**config.mk**
```make
export PLATFORM = sky130hd
export DESIGN_NAME = ppu_hv_sequencer
export DESIGN_NICKNAME = d
export VERILOG_FILES = /design/src/rtl/ppu_hv_sequencer_pkg.sv /design/src/rtl/ppu_hv_sequencer_if.sv /design/src/rtl/ppu_hv_counter.sv /design/src/rtl/ppu_hv_sequencer.sv
export SDC_FILE = /design/constraint.sdc
export NUM_CORES = 1
export LEC_CHECK = 0
export BUFFER_PORTS_ARGS = -buffer_cell sky130_fd_sc_hd__buf_2
export CAP_MARGIN = 10
export CORE_ASPECT_RATIO = 1.2
export CORE_MARGIN = 10
export CORE_UTILIZATION = 52
export CTS_BUF_LIST = sky130_fd_sc_hd__clkbuf_16
export DETAILED_ROUTE_END_ITERATION = 6
export GPL_ROUTABILITY_DRIVEN = 1
export PLACE_DENSITY = 0.84
export SYNTH_ARGS = -nofsm -noshare
export SYNTH_HDL_FRONTEND = slang
export SYNTH_SLANG_ARGS = --single-unit
```
**constraint.sdc**
```tcl
create_clock -name PCLK -period 2.2 [get_ports PCLK]
set_clock_uncertainty 0.2 [all_clocks]
set_input_delay 0.44 -clock PCLK [delete_from_list [all_inputs] [get_ports PCLK]]
set_output_delay 0.44 -clock PCLK [all_outputs]
set_load 0.02 [all_outputs]
```
**src/rtl/ppu_hv_sequencer_pkg.sv**
```systemverilog
// Shared timing constants and the counter type for the PPU H/V sequencer.
package ppu_hv_sequencer_pkg;

   typedef logic [8:0] hv_cnt_t;

   localparam int NTSC_H_LAST   = 340;
   localparam int NTSC_V_LAST   = 261;
   localparam int NTSC_VBL_LINE = 241;

   localparam int PAL_H_LAST    = 340;
   localparam int PAL_V_LAST    = 311;
   localparam int PAL_VBL_LINE  = 241;

endpackage

```
**src/rtl/ppu_hv_sequencer_if.sv**
```systemverilog
// Counter bundle between the H/V counter pair (slave) and the sequencer top (master).
interface ppu_hv_sequencer_if;
   import ppu_hv_sequencer_pkg::*;

   logic    render_en;
   hv_cnt_t h;
   hv_cnt_t v;
   logic    odd;

   modport master (output render_en, input h, input v, input odd);
   modport slave  (input render_en, output h, output v, output odd);

endinterface

```
**src/rtl/ppu_hv_counter.sv**
```systemverilog
// Dot/line counter pair with frame parity. With PPU_ODD_FRAME_SKIP_EN defined, the
// last dot of the pre-render line is dropped on odd frames while rendering is on.
module ppu_hv_counter
   import ppu_hv_sequencer_pkg::*;
#(
   parameter int H_LAST = NTSC_H_LAST,
   parameter int V_LAST = NTSC_V_LAST
) (
   input  logic              clk,
   input  logic              rst_n,
   ppu_hv_sequencer_if.slave hv
);

   localparam hv_cnt_t H_MAX = hv_cnt_t'(H_LAST);
   localparam hv_cnt_t V_MAX = hv_cnt_t'(V_LAST);

   hv_cnt_t h_next;
   hv_cnt_t v_next;
   logic    odd_next;
   logic    h_wrap;
   logic    v_wrap;
   logic    skip;

`ifdef PPU_ODD_FRAME_SKIP_EN
   assign skip = hv.odd && hv.render_en && (hv.h == H_MAX - 9'd1) && (hv.v == V_MAX);
`else
   logic unused_render_en;
   assign unused_render_en = hv.render_en;
   assign skip = 1'b0;
`endif

   // Out-of-range values fall into the wrap path so they recover in one edge.
   assign h_wrap = (hv.h >= H_MAX);
   assign v_wrap = (hv.v >= V_MAX);

   always_comb begin
      h_next   = hv.h + 9'd1;
      v_next   = hv.v;
      odd_next = hv.odd;
      if (h_wrap || skip) begin
         h_next = '0;
         if (v_wrap || skip) begin
            v_next   = '0;
            odd_next = ~hv.odd;
         end else begin
            v_next = hv.v + 9'd1;
         end
      end else if (hv.v > V_MAX) begin
         v_next = '0;
      end
   end

   always_ff @(posedge clk or negedge rst_n) begin
      if (!rst_n) begin
         hv.h   <= '0;
         hv.v   <= '0;
         hv.odd <= 1'b0;
      end else begin
         hv.h   <= h_next;
         hv.v   <= v_next;
         hv.odd <= odd_next;
      end
   end

endmodule

```
**src/rtl/ppu_hv_sequencer.sv**
```systemverilog
// PPU raster sequencer: H/V counters, blanking, VBlank flag, NMI and status-clear pulse.
// Optional odd-frame dot skip is enabled by defining PPU_ODD_FRAME_SKIP_EN.
module ppu_hv_sequencer
   import ppu_hv_sequencer_pkg::*;
#(
   parameter int H_LAST   = NTSC_H_LAST,
   parameter int V_LAST   = NTSC_V_LAST,
   parameter int VBL_LINE = NTSC_VBL_LINE
) (
   input  logic    PCLK,
   input  logic    nRES,
   input  logic    render_en,
   input  logic    nmi_en,
   input  logic    vbl_clr,
   output hv_cnt_t H,
   output hv_cnt_t V,
   output logic    VB,
   output logic    BLNK,
   output logic    vbl_flag,
   output logic    nINT,
   output logic    odd,
   output logic    pre_clr
);

   localparam hv_cnt_t V_MAX   = hv_cnt_t'(V_LAST);
   localparam hv_cnt_t VBL_TOP = hv_cnt_t'(VBL_LINE);

   ppu_hv_sequencer_if cnt_if ();

   assign cnt_if.render_en = render_en;

   ppu_hv_counter #(
      .H_LAST (H_LAST),
      .V_LAST (V_LAST)
   ) u_counter (
      .clk   (PCLK),
      .rst_n (nRES),
      .hv    (cnt_if)
   );

   assign H   = cnt_if.h;
   assign V   = cnt_if.v;
   assign odd = cnt_if.odd;

   assign VB   = (V >= VBL_TOP) && (V < V_MAX);
   assign BLNK = VB | ~render_en;

   logic vbl_start;
   logic vbl_end;
   logic vbl_flag_next;

   assign vbl_start = (V == VBL_TOP) && (H == '0);
   assign vbl_end   = (V == V_MAX) && (H == '0);

   // A status read landing on the set edge suppresses the flag for this frame.
   always_comb begin
      vbl_flag_next = vbl_flag;
      if (vbl_clr || vbl_end) begin
         vbl_flag_next = 1'b0;
      end else if (vbl_start) begin
         vbl_flag_next = 1'b1;
      end
   end

   always_ff @(posedge PCLK or negedge nRES) begin
      if (!nRES) begin
         vbl_flag <= 1'b0;
         nINT     <= 1'b1;
         pre_clr  <= 1'b0;
      end else begin
         vbl_flag <= vbl_flag_next;
         nINT     <= ~(vbl_flag & nmi_en);
         pre_clr  <= vbl_end;
      end
   end

endmodule

```
### Word level (Yosys, flattened, before mapping)

Index checks and enable logic that the tools add are counted.

| cells by class | value |
|---|---|
| add/subtract/negate cells | 2 |
| multiplexer cells | 6 |
| $lt $le $gt $ge | 5 |
| bitwise operators | 5 |
| equal/unequal tests | 2 |
| reduce and logical (&&, ||, !) cells | 8 |

Operators with widths:

| operator | number |
|---|---|
| two-way mux 9 bit | 4 |
| adder 9 x 1 -> 9 bit (second input constant) | 2 |
| greater-or-equal comparator 9 bit (second input constant) | 2 |
| == test 9 x 8 -> 1 bit (second input constant) | 1 |
| == test 9 bit (second input constant) | 1 |
| greater-or-equal comparator 9 x 8 -> 1 bit (second input constant) | 1 |
| > comparator 9 bit (second input constant) | 1 |
| zero test 9 bit | 1 |
| less-than comparator 9 bit (second input constant) | 1 |
| nonzero test 2 bit | 2 |
| logical AND 1 bit | 3 |
| NOT 1 bit | 3 |
| two-way mux 1 bit | 2 |
| AND reduction 2 bit | 1 |
| bitwise AND 1 bit | 1 |
| logical OR 1 bit | 1 |
| bitwise OR 1 bit | 1 |

| storage, ports and cells | value |
|---|---|
| register bits | 22 |
| input bits | 5 |

### Longest topological paths before layout

| logic depth | value |
|---|---|
| depth after elaboration | 4 |
| gate-level depth with buffers | 6 |
| gate-level depth less buffers | 6 |

### By module

Synthesis repeated with hierarchy kept, for this count alone.

| unflattened totals | value |
|---|---|
| cells, all modules | 120 |
| area, all modules | 1228.7 µm² |

Modules (own cells, without submodules):

| module | cells an instance | sequential area each (µm²) | times used | area an instance (µm²) |
|---|---|---|---|---|
| ppu_hv_counter | 98 | 475.5 | 1 | 1028.5 |
| ppu_hv_sequencer | 22 | 76.3 | 1 | 200.2 |

### Worst setup path after synthesis

Ideal clock, no wire load.

| path | value |
|---|---|
| kind | flip-flop to output port |
| from | reg u_counter.hv.v[5] |
| to | out BLNK |
| slack | -0.134 ns |
| required time | 1.560 ns |
| cell stages (with the launch flop) | 5 |
| data arrival time | 1.694 ns |
| cell sequence | dfrtp_1 > or4_4 > nor2_1 > a32o_1 > or2_2 |

| on the way | value |
|---|---|
| word-level cells in the longest chain between the ends | 3 |
| elaborated cells on any way between the ends | 4 |
| those cells by class | 2 x order compare; 1 x bitwise; 1 x reduce/logical |

Ends and longest elaborated chain:

| item | line | source |
|---|---|---|
| from (decl) | ppu_hv_sequencer_if.sv:11 | `modport slave (input render_en, output h, output v, output odd);` |
| from (signal assigned) | ppu_hv_counter.sv:60 | `hv.v <= v_next;` |
| greater-or-equal comparator 9 x 8 -> 1 bit / less-than comparator 9 bit (equally long branches) | ppu_hv_sequencer.sv:45 | `assign VB = (V >= VBL_TOP) && (V < V_MAX);` |
| logical AND 1 bit (*) | ppu_hv_sequencer.sv:45 |  |
| named net VB | ppu_hv_sequencer.sv:17 | `output logic VB,` |
| bitwise OR 1 bit (*) | ppu_hv_sequencer.sv:46 | `assign BLNK = VB \| ~render_en;` |
| to (decl) | ppu_hv_sequencer.sv:18 | `output logic BLNK,` |

The timed path passes the listed nets; every way through them passes the cells marked *.

### Final worst setup path

| path | value |
|---|---|
| from | reg u_counter.hv.v[5] |
| to | out BLNK |

| on the way | value |
|---|---|
| word-level cells in the longest chain between the ends | 3 |
| elaborated cells on any way between the ends | 4 |
| those cells by class | 2 x order compare; 1 x bitwise; 1 x reduce/logical |

Ends and longest elaborated chain:

| item | line |
|---|---|
| greater-or-equal comparator 9 x 8 -> 1 bit / less-than comparator 9 bit (equally long branches) | ppu_hv_sequencer.sv:45 |
| logical AND 1 bit (*) | ppu_hv_sequencer.sv:45 |
| bitwise OR 1 bit (*) | ppu_hv_sequencer.sv:46 |

Mark *: on every way between the ends. The rest lies on a longest branch, timed or not.

==> flow_metrics.py <==
metrics = {
    "layout": {
        "multiInputGateArea_sq_um": 665.6,
        "antenna_cells": 0,
        "layout_common_cells": "26 x sky130_fd_sc_hd__buf_2, 17 x sky130_fd_sc_hd__dfrtp_1, 10 x sky130_fd_sc_hd__nor2_1",
        "areaGrowthSynthToFinish_pct": 29.75,
        "ff_latch_area_sq_um": 556.8,
        "drive_above_1_share": 0.3951,
        "layout_commonest_cell": "sky130_fd_sc_hd__buf_2",
        "final_design_area_no_fill_sq_um": 1615,
        "design.final.nets": 172,
        "finalNonFillerCells": 193,
        "fillerInstances": 168,
    },
    "logic_synthesis": {
        "synthesis.yosys.warnings": 0,
        "synth_async_sr_flop_share": 1.000,
        "syn_inst": 123,
        "syn_area_sq_um": 1245,
        "mappedNetlistNets": 132,
        "number_of_enable_type_register_cells_in_the_synthesized_netlist": 0,
        "unique_masters_post_synth": 42,
        "synth_area_leader_cell": "sky130_fd_sc_hd__dfrtp_1",
        "post-synth-top-area-fraction": 0.4221,
        "synth.area.top_cells": "sky130_fd_sc_hd__dfrtp_1 42%, sky130_fd_sc_hd__ha_1 4.0%, sky130_fd_sc_hd__a21o_1 3.6%",
        "synth_ff_type": "sky130_fd_sc_hd__dfrtp_1",
        "synth.avg_cell_area_sq_um": 10.12,
        "yosys_register_bits": 22,
        "sequential_to_total_area_share_from_yosys_stat": 0.4432,
    },
    "detailed_routing": {
        "vias_per_cell": 5.917,
        "route.antenna.remaining_nets": 0,
        "via_count": 1142,
        "drt_first_iter_violations": 38,
        "routed_wirelength_um": 3290,
        "detail_route.wl_per_cell_um": 17.05,
        "drtPass1Iterations": 4,
        "detail_route.drc_violations": 0,
    },
    "floorplanning": {
        "die_height_um": 73.60,
        "placementRows": 19,
        "floorplan.initialDensity": 0.5455,
        "io_pins": 29,
        "die-width_um": 64.67,
        "fp.dieArea_sq_um": 4759,
        "design.core.area_sq_um": 2282,
    },
    "place": {
        "placement.io_buffers": 28,
        "finalWeightedCongestion": 0.8475,
        "place_worst_setup_slack_ns": 0.05380,
        "dp_hpwl_um": 2201,
        "placed_cells": 186,
        "placed_area_sq_um": 1458,
    },
    "grt": {
        "first_global_vias": 1119,
        "grt_remaining_overflow": 0,
        "number_of_antenna_violations_at_the_first_check_in_global_routing": 0,
        "grt_max_degree": 23,
        "grtUsageTotal": 0.1454,
        "wire_length_of_the_first_global_routing_pass_um": 5444,
    },
    "timing": {
        "fin_crit_sh": 1.082,
        "worst_slack_ns": -0.1814,
        "fmaxAchievable_mhz": 419.9,
        "setup_tns_final_ns": -0.3512,
        "finalCriticalPeriod_ns": 2.381,
        "timing.slew.headroom": 0.6271,
        "grt_setup_unrepaired": "yes",
        "tightestPinTransition_ns": 0.5560,
        "finalSetupViolations": 2,
        "timing.final.hold_violations": 0,
        "report.final.slew_viol_count": 0,
    },
    "power": {
        "p_leak_nw": 0.7819,
        "p_sw_mw": 0.1699,
        "power.total_mw": 0.9433,
        "switching_share": 0.1801,
        "combinationalPowerShare": 0.019,
        "seqPwrFrac": 0.429,
        "powerDensity_nw_per_um2": 584.0,
        "internal_power_mw": 0.7734,
        "ir_drop_mv": 0.6082,
        "pwr-share-clk": 0.552,
    },
    "setup_path": {
        "timing.setup.critical_path_class": "reg -> out",
        "timing.critical_path.required_ns": 1.56,
        "data_arrival_time_of_the_worst_path_ns": 1.74,
        "r2r_cells": 5,
        "cp_cell_sequence": "or4_4 > nor2_4 > a32o_2 > or2_4 > buf_6",
        "worstSetupStartpointType": "flop",
        "crit_path_end_kind": "output port",
        "max_stage_delay_ns": 0.57,
        "worst-path-max-fanout": 2,
        "crit_path_top_delay_cell": "sky130_fd_sc_hd__or4_4",
    },
    "clock_network": {
        "tritoncts_clock_tree": "done",
        "largest_buffer_count_on_any_clock_path": 2,
        "cts.reportedPaths.clkPinSlew_ns": 0.06,
        "cts_root_buf": "sky130_fd_sc_hd__clkbuf_16",
        "clock_latency_ns": 0.26,
        "clkSinkCount": 22,
        "cts-buffers-inserted": 3,
        "htree_levels": 1,
    },
    "run": {
        "number_of_max_cap_violations": 0,
    },
    "min_path": {
        "min-delay-path-class": "in -> reg",
        "hold-path-cell-count": 2,
    },
    "outcome": {
        "run_status": "finished with violations",
        "violations": "negative setup slack",
    },
}
-- power groups by stage --
stage	clock network, mW	registers (mW)	logic (mW)
after floorplan	0	0.412	0.00311
after global placement	0	0.412	0.0149
after detailed placement	0	0.412	0.0154
after CTS	0.527	0.405	0.0182
after global routing	0.539	0.404	0.0202
final	0.521	0.405	0.0176
-- cell families (layout without fill, tap and decap cells) --
family	Yosys count	in the layout	synth area share
xor gates and xnor gates	8	8	0.05628
AOI/OAI and AO/OA	29	29	0.1900
DFF	22	22	0.4432
adders and majority gates	4	4	0.04020
and+or+nand+nor	52	52	0.2332
buffers and inverters	8	47	0.03718
-- flip-flops by register name (all words and copies together), names as in the netlist --
name and cells:
u_counter.hv.h 9, u_counter.hv.v 9, nINT 1, pre_clr 1, u_counter.hv.odd 1, vbl_flag 1
-- cell usage after synthesis (2+ instances only) --
| library cell | instances |
|---|---|
| sky130_fd_sc_hd__a211oi_1 | 5 |
| sky130_fd_sc_hd__dfrtp_1 | 21 |
| sky130_fd_sc_hd__xor2_1 | 5 |
| sky130_fd_sc_hd__nand3_1 | 6 |
| sky130_fd_sc_hd__nand2b_1 | 2 |
| sky130_fd_sc_hd__o21ai_0 | 5 |
| sky130_fd_sc_hd__nor3_1 | 5 |
| sky130_fd_sc_hd__nor2_1 | 11 |
| sky130_fd_sc_hd__xnor2_1 | 3 |
| sky130_fd_sc_hd__o2bb2ai_1 | 2 |
| sky130_fd_sc_hd__nand4_1 | 3 |
| sky130_fd_sc_hd__and4_1 | 2 |
| sky130_fd_sc_hd__ha_1 | 4 |
| sky130_fd_sc_hd__nand2_1 | 9 |
| sky130_fd_sc_hd__o211ai_2 | 2 |
| sky130_fd_sc_hd__or2_2 | 3 |
| sky130_fd_sc_hd__inv_1 | 5 |
| sky130_fd_sc_hd__a21o_1 | 6 |
-- path summary, 6_finish.rpt --
path / slack, ns / start / to
max: -0.18 / u_counter.hv.v[5]$_DFFE_PN0P_ / BLNK
min: 0.09 / nmi_en / nINT$_DFF_PN1_
max reg2reg: 0.08 / u_counter.hv.v[5]$_DFFE_PN0P_ / u_counter.hv.v[8]$_DFFE_PN0P_
min reg2reg: 0.24 / vbl_flag$_DFFE_PN0P_ / nINT$_DFF_PN1_
max in group asynchronous: 0.97 / nRES / u_counter.hv.v[3]$_DFFE_PN0P_
min in group asynchronous: 0.47 / nRES / u_counter.hv.h[6]$_DFF_PN0_
-- critical path: cells and delay by family (launching register included) --
kind / cells / cell delay [ns]
simple gates: 3 / 0.79
flops: 1 / 0.41
compound gates: 1 / 0.18
buf+inv: 1 / 0.11
-- through the flow --
| stage | hold WS, ns | util |
|---|---|---|
| floorplan | -0.05559 | - |
| global placement | 0.2156 | 0.6387 |
| detailed placement | 0.2282 | 0.6387 |
| CTS | 0.09232 | 0.7018 |
| global route | 0.1012 | 0.7078 |
| finish | 0.09322 | 0.7078 |
-- per-layer routing --
metal / track usage / vias to the layer above / wire, um
li1: - / 530 / -
met1: 0.1734 / 565 / 1385
met2: 0.2325 / 37 / 1653
met3: 0.04559 / 10 / 176
met4: 0.06905 / 0 / 75
met5: 0 / - / 0
-- timing repair --
item | in CTS | in global routing
gates resized for setup | 6 | 2
endpoints found under the hold margin | 21 | 0
pin swaps | 1 | 2
buffers inserted | 1 | 1
hold buffers | 1 | 0
endpoints found under the setup margin | 2 | 2
-- area by class of cell --
cell class	instances	area share
Inverter	5	0.01162
Clock inverter	1	0.01859
Clock buffer	3	0.04648
Tap cell	31	0.02401
Sequential cell	22	0.3447
Timing Repair Buffer	38	0.1425
Multi-Input combinational cell	93	0.4121
(Power assumes the default switching activity.)
